===== config.mk =====
export PLATFORM = sky130hd
export DESIGN_NAME = div_tick_sched
export DESIGN_NICKNAME = d
export VERILOG_FILES = /design/src/rtl/div_pkg.sv /design/src/rtl/rr_pick.sv /design/src/rtl/div_tick_sched.sv
export SDC_FILE = /design/constraint.sdc
export NUM_CORES = 1
export LEC_CHECK = 0
export ABC_AREA = 1
export CAP_MARGIN = 40
export CORE_MARGIN = 5
export CORE_UTILIZATION = 46
export CTS_CLUSTER_DIAMETER = 60
export DETAILED_ROUTE_END_ITERATION = 10
export HOLD_SLACK_MARGIN = 0.03
export PLACE_DENSITY = 0.77
export SLEW_MARGIN = 10
export SYNTH_ARGS = -nofsm -noshare
export SYNTH_HDL_FRONTEND = slang
export SYNTH_SLANG_ARGS = --single-unit

===== constraint.sdc =====
create_clock -name clk -period 4.15 [get_ports clk]
set_input_delay 0.415 -clock clk [delete_from_list [all_inputs] [get_ports clk]]
set_output_delay 0.415 -clock clk [all_outputs]
set_load 0.01 [all_outputs]

===== src/rtl/div_pkg.sv =====
// Shared types and default sizing for the divided-tick scheduler.
package div_pkg;

  localparam int CW_DEF    = 10;
  localparam int N_REQ_DEF = 4;

  typedef enum logic {
    IDLE = 1'b0,
    RUN  = 1'b1
  } state_t;

endpackage


===== src/rtl/rr_pick.sv =====
// Round-robin picker: first asserted request at or after ptr, wrapping upward.
module rr_pick #(
  parameter int N_REQ = 4,
  parameter int IW    = $clog2(N_REQ)
) (
  input  logic [N_REQ-1:0] req,
  input  logic [IW-1:0]    ptr,
  output logic [N_REQ-1:0] gnt,
  output logic [IW-1:0]    gnt_id,
  output logic             any
);

  logic [IW-1:0] idx;

  // Scan every position starting at ptr; the first hit wins, later hits are ignored.
  always_comb begin
    gnt    = '0;
    gnt_id = '0;
    any    = 1'b0;
    idx    = '0;
    for (int i = 0; i < N_REQ; i++) begin
      idx = IW'((int'(ptr) + i) % N_REQ);
      if (!any && req[idx]) begin
        gnt[idx] = 1'b1;
        gnt_id   = idx;
        any      = 1'b1;
      end
    end
  end

endmodule


===== src/rtl/div_tick_sched.sv =====
// Programmable tick divider with round-robin grant of each tick to one requester.
// A divisor written while running is parked in a shadow register and takes
// effect at the next period boundary so a period is never cut short.
module div_tick_sched
  import div_pkg::*;
#(
  parameter int N_REQ = N_REQ_DEF,
  parameter int CW    = CW_DEF
) (
  input  logic                     clk,
  input  logic                     rst,
  input  logic                     en,
  input  logic                     div_we,
  input  logic [CW-1:0]            div_val,
  input  logic [N_REQ-1:0]         req,
  output logic                     tick,
  output logic [N_REQ-1:0]         gnt,
  output logic [$clog2(N_REQ)-1:0] gnt_id,
  output logic                     busy,
  output logic                     div_pend
);

  localparam int IW = $clog2(N_REQ);

  state_t        state_q, state_d;
  logic [CW-1:0] cnt_q, cnt_d;
  logic [CW-1:0] div_q, div_d;
  logic [CW-1:0] shadow_q, shadow_d;
  logic          pend_q, pend_d;
  logic [IW-1:0] ptr_q, ptr_d;

  logic [N_REQ-1:0] pick_gnt;
  logic [IW-1:0]    pick_id;
  logic             pick_any;

  rr_pick #(
    .N_REQ (N_REQ),
    .IW    (IW)
  ) u_rr_pick (
    .req    (req),
    .ptr    (ptr_q),
    .gnt    (pick_gnt),
    .gnt_id (pick_id),
    .any    (pick_any)
  );

  // FSM state register.
  always_ff @(posedge clk or negedge rst) begin
    if (!rst) begin
      state_q <= IDLE;
    end else begin
      state_q <= state_d;
    end
  end

  // FSM next state: en alone moves between IDLE and RUN.
  always_comb begin
    state_d = state_q;
    case (state_q)
      IDLE:    if (en)  state_d = RUN;
      RUN:     if (!en) state_d = IDLE;
      default: state_d = IDLE;
    endcase
  end

  // FSM outputs: tick and grant are purely combinational so they land in the tick cycle.
  always_comb begin
    busy     = (state_q == RUN);
    tick     = busy && (cnt_q == div_q);
    gnt      = tick ? pick_gnt : '0;
    gnt_id   = (tick && pick_any) ? pick_id : '0;
    div_pend = pend_q;
  end

  // Counter, divisor and pointer next state. A period boundary is either the
  // wrap in the tick cycle or leaving RUN; both apply the newest divisor.
  always_comb begin
    cnt_d    = cnt_q;
    div_d    = div_q;
    shadow_d = shadow_q;
    pend_d   = pend_q;
    ptr_d    = ptr_q;
    if (!busy) begin
      cnt_d = '0;
      if (div_we) div_d = div_val;
    end else if (tick || !en) begin
      cnt_d  = '0;
      pend_d = 1'b0;
      if (div_we)      div_d = div_val;
      else if (pend_q) div_d = shadow_q;
    end else begin
      cnt_d = cnt_q + CW'(1);
      if (div_we) begin
        shadow_d = div_val;
        pend_d   = 1'b1;
      end
    end
    if (tick && pick_any) ptr_d = IW'((int'(pick_id) + 1) % N_REQ);
  end

  // Datapath registers; divisors come out of reset at the longest period.
  always_ff @(posedge clk or negedge rst) begin
    if (!rst) begin
      cnt_q    <= '0;
      div_q    <= '1;
      shadow_q <= '1;
      pend_q   <= 1'b0;
      ptr_q    <= '0;
    end else begin
      cnt_q    <= cnt_d;
      div_q    <= div_d;
      shadow_q <= shadow_d;
      pend_q   <= pend_d;
      ptr_q    <= ptr_d;
    end
  end

endmodule


# ---- Word-level counts from Yosys, hierarchy flattened
# Index checks and enable logic that the tools add are counted.
# W data, S select, Z words.
dict set report word_totals {
  register_bits 34
  in_bits 18
  out_inout_bits 9
  word_cells 85
}
dict set report op_classes {
  add_sub_neg 5
  order_cmp 8
  eq_ne 3
  mux 40
  bitwise_logic 4
  n_reduce_logical 19
}
# op count
set ops {}
lappend ops {{$mux W10} 7}
lappend ops {{$mux W4} 5}
lappend ops {{$mux W1} 15}
lappend ops {{$lt A2 B3 Y1 const B} 4}
lappend ops {{$or A4 B4 Y4} 3}
lappend ops {{$add A10 B1 Y10 const B} 1}
lappend ops {{$eq A10 B10 Y1} 1}
lappend ops {{$mux W2} 5}
lappend ops {{$logic_and A1 B1 Y1} 9}
lappend ops {{$bmux W1 S2} 4}
lappend ops {{$demux W1 S2} 4}
lappend ops {{$ge A2 B1 Y1 const B} 4}
lappend ops {{$reduce_and A3 Y1} 2}
lappend ops {{$add A2 B1 Y2 const B} 2}
lappend ops {{$add A2 B2 Y2 const B} 2}
lappend ops {{$logic_not A1 Y1} 4}
lappend ops {{$reduce_bool A2 Y1} 2}
lappend ops {{$ne A3 B3 Y1 const B} 1}
lappend ops {{$ne A2 B1 Y1 const B} 1}
lappend ops {{$reduce_and A2 Y1} 1}
lappend ops {{$logic_or A1 B1 Y1} 1}
lappend ops {{$not A1 Y1} 1}

# ---- Depth between registers and ports, before layout
dict set report logic_depth {
  ltp_word 14
  depth_mapped 14
  ltp_nobuf 13
}

# ---- Modules after synthesis
# A second synthesis with hierarchy kept.
dict set report unflattened {
  hier_cells 325
  area_unflattened_um2 2406.1
}
# mod instances cells_each area_per_inst_um2 seq_area_each_um2
set by_module_without_submodules {}
lappend by_module_without_submodules {div_tick_sched 1 251 1965.6 875.8}
lappend by_module_without_submodules {rr_pick 1 74 440.4 0.0}

# ---- Least setup slack after synthesis
# No wires, ideal clock.
dict set report synth_timing {
  kind {register -> output}
  from {reg ptr_q[1]}
  to {out gnt_id[1]}
  arrival_time_ns 1.770
  path_slack_ns 1.965
  path_stages_with_launch 12
  cell_sequence {dfrtp_1 -> inv_1 -> ha_1 -> inv_1 -> nand3_1 -> nand2_1 -> nor2_2 -> buf_4 -> nand3_1 -> nand2_1 -> nor2_1 -> nor2_2}
}
dict set report synth_between {
  elab_chain_len 14
  elab_cells_between_ends 27
  classes_between {add/sub (3); mux (17); reduce/logical (7)}
}
# element line_no
set synth_rtl {}
lappend synth_rtl {{from (decl)} div_tick_sched.sv:30} ;# logic [IW-1:0] ptr_q, ptr_d;
lappend synth_rtl {{from (signal assigned)} div_tick_sched.sv:114} ;# ptr_q <= ptr_d;
lappend synth_rtl {{parallel branches: the longest is 13 deep, another holds $add A2 B1 Y2} --}
lappend synth_rtl {{$mux W2 (*)} div_tick_sched.sv:71} ;# gnt_id = (tick && pick_any) ? pick_id : '0;
lappend synth_rtl {{to (decl)} div_tick_sched.sv:18} ;# output logic [$clog2(N_REQ)-1:0] gnt_id,
# Every way passes the cells marked *. The select of a mux whose other input is x is not followed.

# ---- Worst setup path after layout
# Same ends and word-level chain as after synthesis.

==> impl_metrics.prom <==
# TYPE chip_impl_metric gauge
chip_impl_metric{name="final-hold-violation-count",unit=""} 0
chip_impl_metric{name="slew_headroom",unit=""} 0.623
chip_impl_metric{name="max-clock-path-buffers",unit=""} 2
chip_impl_metric{name="internal-power",unit="mW"} 0.719
chip_impl_info{name="synth_flop_cell",value="dfstp_2"} 1
chip_impl_metric{name="power.share.switching",unit=""} 0.424
chip_impl_info{name="grt_setup_unrepaired",value="false"} 1
chip_impl_metric{name="post_synth.cell_area_avg",unit="sq um"} 7.24
chip_impl_info{name="worstReg2RegEnd",value="ptr_q[1]$_DFFE_PN0P_"} 1
chip_impl_metric{name="post_syn_nets",unit=""} 345
chip_impl_info{name="commonest_non_fill_non_tap_cell_in_the_layout",value="nand2_1"} 1
chip_impl_metric{name="area_delta_synth_final",unit="%"} 16.9
chip_impl_info{name="setup.worst_path.end_class",value="output pin"} 1
chip_impl_metric{name="post_cts_buffers",unit=""} 0
chip_impl_metric{name="grt_usage",unit=""} 0.152
chip_impl_metric{name="io_pins",unit=""} 27
chip_impl_metric{name="placeableCoreArea",unit="sq um"} 4790
chip_impl_metric{name="die_height",unit="um"} 80.8
chip_impl_metric{name="drive_above_1_share",unit=""} 0.150
chip_impl_metric{name="die_area",unit="sq um"} 6520
chip_impl_metric{name="period_share",unit=""} 0.819
chip_impl_metric{name="io_buffer_count",unit=""} 26
chip_impl_info{name="outcome",value="finished, final reports clean"} 1
chip_impl_metric{name="dieWidth",unit="um"} 80.8
chip_impl_metric{name="drt-wirelength-per-cell",unit="um"} 10.8
chip_impl_metric{name="maxCapViolations",unit=""} 0
chip_impl_metric{name="first_global_vias",unit=""} 1904
chip_impl_metric{name="cts-buffers-inserted",unit=""} 5
chip_impl_metric{name="pwr_density_cell",unit="nW/um^2"} 463
chip_impl_metric{name="synth_enable_flop_cells",unit=""} 0
chip_impl_metric{name="ant_nets",unit=""} 0
chip_impl_metric{name="worst_ir_drop_vdd",unit="V"} 0.000260
chip_impl_metric{name="synth_area",unit="sq um"} 2300
chip_impl_metric{name="timing.final.setup_violations",unit=""} 0
chip_impl_metric{name="firstDrtPassIters",unit=""} 4
chip_impl_metric{name="initial_core_util",unit=""} 0.481
chip_impl_info{name="worstHoldPathType",value="reg2reg"} 1
chip_impl_metric{name="sequentialPowerShare",unit=""} 0.359
chip_impl_metric{name="finalClockSkew",unit="ps"} 11.7
chip_impl_metric{name="worst_setup_hold_path_clk_slew",unit="ps"} 70
chip_impl_metric{name="grt_pass1_wl",unit="um"} 7950
chip_impl_metric{name="tightestPinTransition",unit="ps"} 564
chip_impl_metric{name="ys_async_sr_fraction",unit=""} 1.00
chip_impl_metric{name="switchingPower",unit="mW"} 0.529
chip_impl_metric{name="route.detailed.drc",unit=""} 0
chip_impl_metric{name="num_rows",unit=""} 25
chip_impl_metric{name="cts_repair_resize_count",unit=""} 0
chip_impl_metric{name="critical_path_arrival",unit="ps"} 2980
chip_impl_metric{name="drt-total-wl",unit="um"} 4460
chip_impl_metric{name="post_synth_num_cell_types",unit=""} 33
chip_impl_metric{name="fin_tns_setup",unit="ps"} 0
chip_impl_metric{name="yosysSeqAreaShare",unit=""} 0.380
chip_impl_info{name="synth_area_leader_cell",value="dfstp_2"} 1
chip_impl_info{name="capture_endpoint_of_the_worst_hold_path",value="cnt_q[0]$_DFF_PN0_"} 1
chip_impl_metric{name="r2r_slack",unit="ps"} 1660
chip_impl_metric{name="number_of_storage_elements_in_the_synthesis_netlist",unit=""} 34
chip_impl_metric{name="drt-vias-per-instance",unit=""} 4.82
chip_impl_info{name="final_cell_mix",value="nand2_1, inv_1, nor2_1, clkdlybuf4s50_1, nand3_1"} 1
chip_impl_info{name="clock_tree_from_tritoncts",value="built"} 1
chip_impl_metric{name="num_vias",unit=""} 1991
chip_impl_metric{name="finalHoldWorstSlack",unit="ps"} 480
chip_impl_metric{name="worst-path-max-fanout",unit=""} 12
chip_impl_info{name="startpoint",value="ptr_q[1]$_DFFE_PN0P_"} 1
chip_impl_metric{name="timing.reg2reg.worst_path_depth",unit=""} 12
chip_impl_info{name="setup.worst_path.class",value="reg2out"} 1
chip_impl_metric{name="p_leak",unit="nW"} 1.30
chip_impl_metric{name="period_minus_slack",unit="ps"} 3400
chip_impl_metric{name="clock_latency",unit="ps"} 280
chip_impl_info{name="hp-start",value="cnt_q[0]$_DFF_PN0_"} 1
chip_impl_metric{name="antenna_found_initial",unit=""} 0
chip_impl_metric{name="power_frac_clock",unit=""} 0.202
chip_impl_metric{name="power.total",unit="mW"} 1.25
chip_impl_metric{name="critPathRequiredTime",unit="ps"} 3730
chip_impl_metric{name="report.final.slew_viol_count",unit=""} 0
chip_impl_metric{name="cts.sinks",unit=""} 34
chip_impl_info{name="cts_root_buf",value="clkbuf_8"} 1
chip_impl_metric{name="antennaDiodeCount",unit=""} 0
chip_impl_metric{name="cts_max_level",unit=""} 2
chip_impl_info{name="crit_path_start_kind",value="flop"} 1
chip_impl_metric{name="max_clock_freq",unit="MHz"} 294
chip_impl_metric{name="netlist_instances",unit=""} 318
chip_impl_metric{name="hpwlAfterDp",unit="um"} 3490
chip_impl_metric{name="cts-hold-fix-buffers",unit=""} 0
chip_impl_metric{name="gp_routability_congestion",unit=""} 0.892
chip_impl_metric{name="whs_path_depth",unit=""} 1
chip_impl_info{name="reg2reg_from",value="ptr_q[1]$_DFFE_PN0P_"} 1
chip_impl_metric{name="yosys_warnings",unit=""} 0
chip_impl_metric{name="grt_start_max_net_pins",unit=""} 35
chip_impl_metric{name="synth.top_cell.area_share",unit=""} 0.228
chip_impl_metric{name="pwr-share-comb",unit=""} 0.439
chip_impl_metric{name="grt.overflow.total",unit=""} 0
chip_impl_metric{name="nets",unit=""} 372
chip_impl_metric{name="drt_iter0_drc",unit=""} 129
chip_impl_info{name="synthTopCellsByArea",value="dfstp_2, dfrtp_1, nand2_1"} 1
==> cell usage after synthesis, types with 2 or more instances <==
cell / instances
a21oi_1: 14
a22oi_1: 3
buf_2: 2
buf_6: 3
dfrtp_1: 14
dfstp_2: 20
ha_1: 9
inv_1: 45
nand2_1: 93
nand2_2: 3
nand3_1: 25
nand4_1: 6
nor2_1: 32
nor2_2: 3
nor2_8: 2
nor3_1: 5
o21ai_0: 3
o21ai_1: 11
o21ai_2: 10
xor2_1: 2
==> metrics by stage <==
| stage | setup slack (ps) | instances | cell area [sq um] | util |
|---|---|---|---|---|
| after detailed placement | 1080 | 405 | 2600 | 0.543 |
| after global routing | 469 | 413 | 2690 | 0.563 |
| after floorplan | 1960 | 318 | 2300 | - |
| after CTS | 766 | 413 | 2690 | 0.563 |
| final | 753 | 413 | 2690 | 0.563 |
| after global placement | 1180 | 405 | 2600 | 0.543 |
==> per-layer routing <==
| layer | vias up | global-route usage | part of all wire |
|---|---|---|---|
| met5 | - | 0 | 0 |
| met4 | 0 | 0.0405 | 0.011 |
| met3 | 6 | 0.0266 | 0.042 |
| met2 | 31 | 0.260 | 0.47 |
| met1 | 892 | 0.200 | 0.47 |
| li1 | 1062 | - | - |
==> layout make-up <==
type                            instances  area, sq um
Fill cell                             454         2090
Multi-Input combinational cell        230         1190
Sequential cell                        34          876
Timing Repair Buffer                   27          268
Inverter                               47          181
Tap cell                               67         83.8
Clock buffer                            6         82.6
Clock inverter                          2         11.3
==> worst max path at each step <==
stage / end / slack (ps) / cells after the start
after floorplan: gnt_id[1] / 1960 / 11
after CTS: gnt_id[1] / 770 / 11
after detailed placement: gnt_id[1] / 1080 / 11
after global routing: gnt_id[1] / 470 / 11
final: gnt_id[1] / 750 / 11
after global placement: gnt_id[1] / 1180 / 11
==> power by group through the flow <==
| stage | combinational (mW) | clock (mW) | sequential, mW |
|---|---|---|---|
| floorplan | 0.452 | 0 | 0.433 |
| global placement | 0.535 | 0 | 0.449 |
| detailed placement | 0.546 | 0 | 0.453 |
| CTS | 0.547 | 0.262 | 0.448 |
| global route | 0.630 | 0.273 | 0.456 |
| finish | 0.548 | 0.252 | 0.448 |
==> logic make-up (layout without fill, tap and decap cells) <==
| family | count (synthesis) | in the layout | share of synthesized area |
|---|---|---|---|
| buffers and inverters | 54 | 82 | 0.103 |
| flip-flops | 34 | 34 | 0.380 |
| multiplexers | 1 | 1 | 0.00435 |
| AO/OA/AOI/OAI | 42 | 42 | 0.111 |
| adder cells (fa/ha/maj) | 9 | 9 | 0.0489 |
| AND/OR/NAND/NOR | 176 | 176 | 0.345 |
| XOR/XNOR | 2 | 2 | 0.00761 |
==> critical path: stages (launching register included) <==
cell	delay, ps
dfrtp_1	530
inv_1	220
ha_1	400
inv_1	90
nand3_1	80
nand2_1	90
nor2_2	340
nand3_1	160
nand2_1	100
nor2_1	50
nor2_2	90
clkdlybuf4s50_1	550
==> sequential cells by signal, summed over array words and instances, names as in the netlist <==
| register | flops |
|---|---|
| cnt_q | 10 |
| div_q | 10 |
| shadow_q | 10 |
| ptr_q | 2 |
| busy | 1 |
| div_pend | 1 |
(Power assumes the default switching activity.)
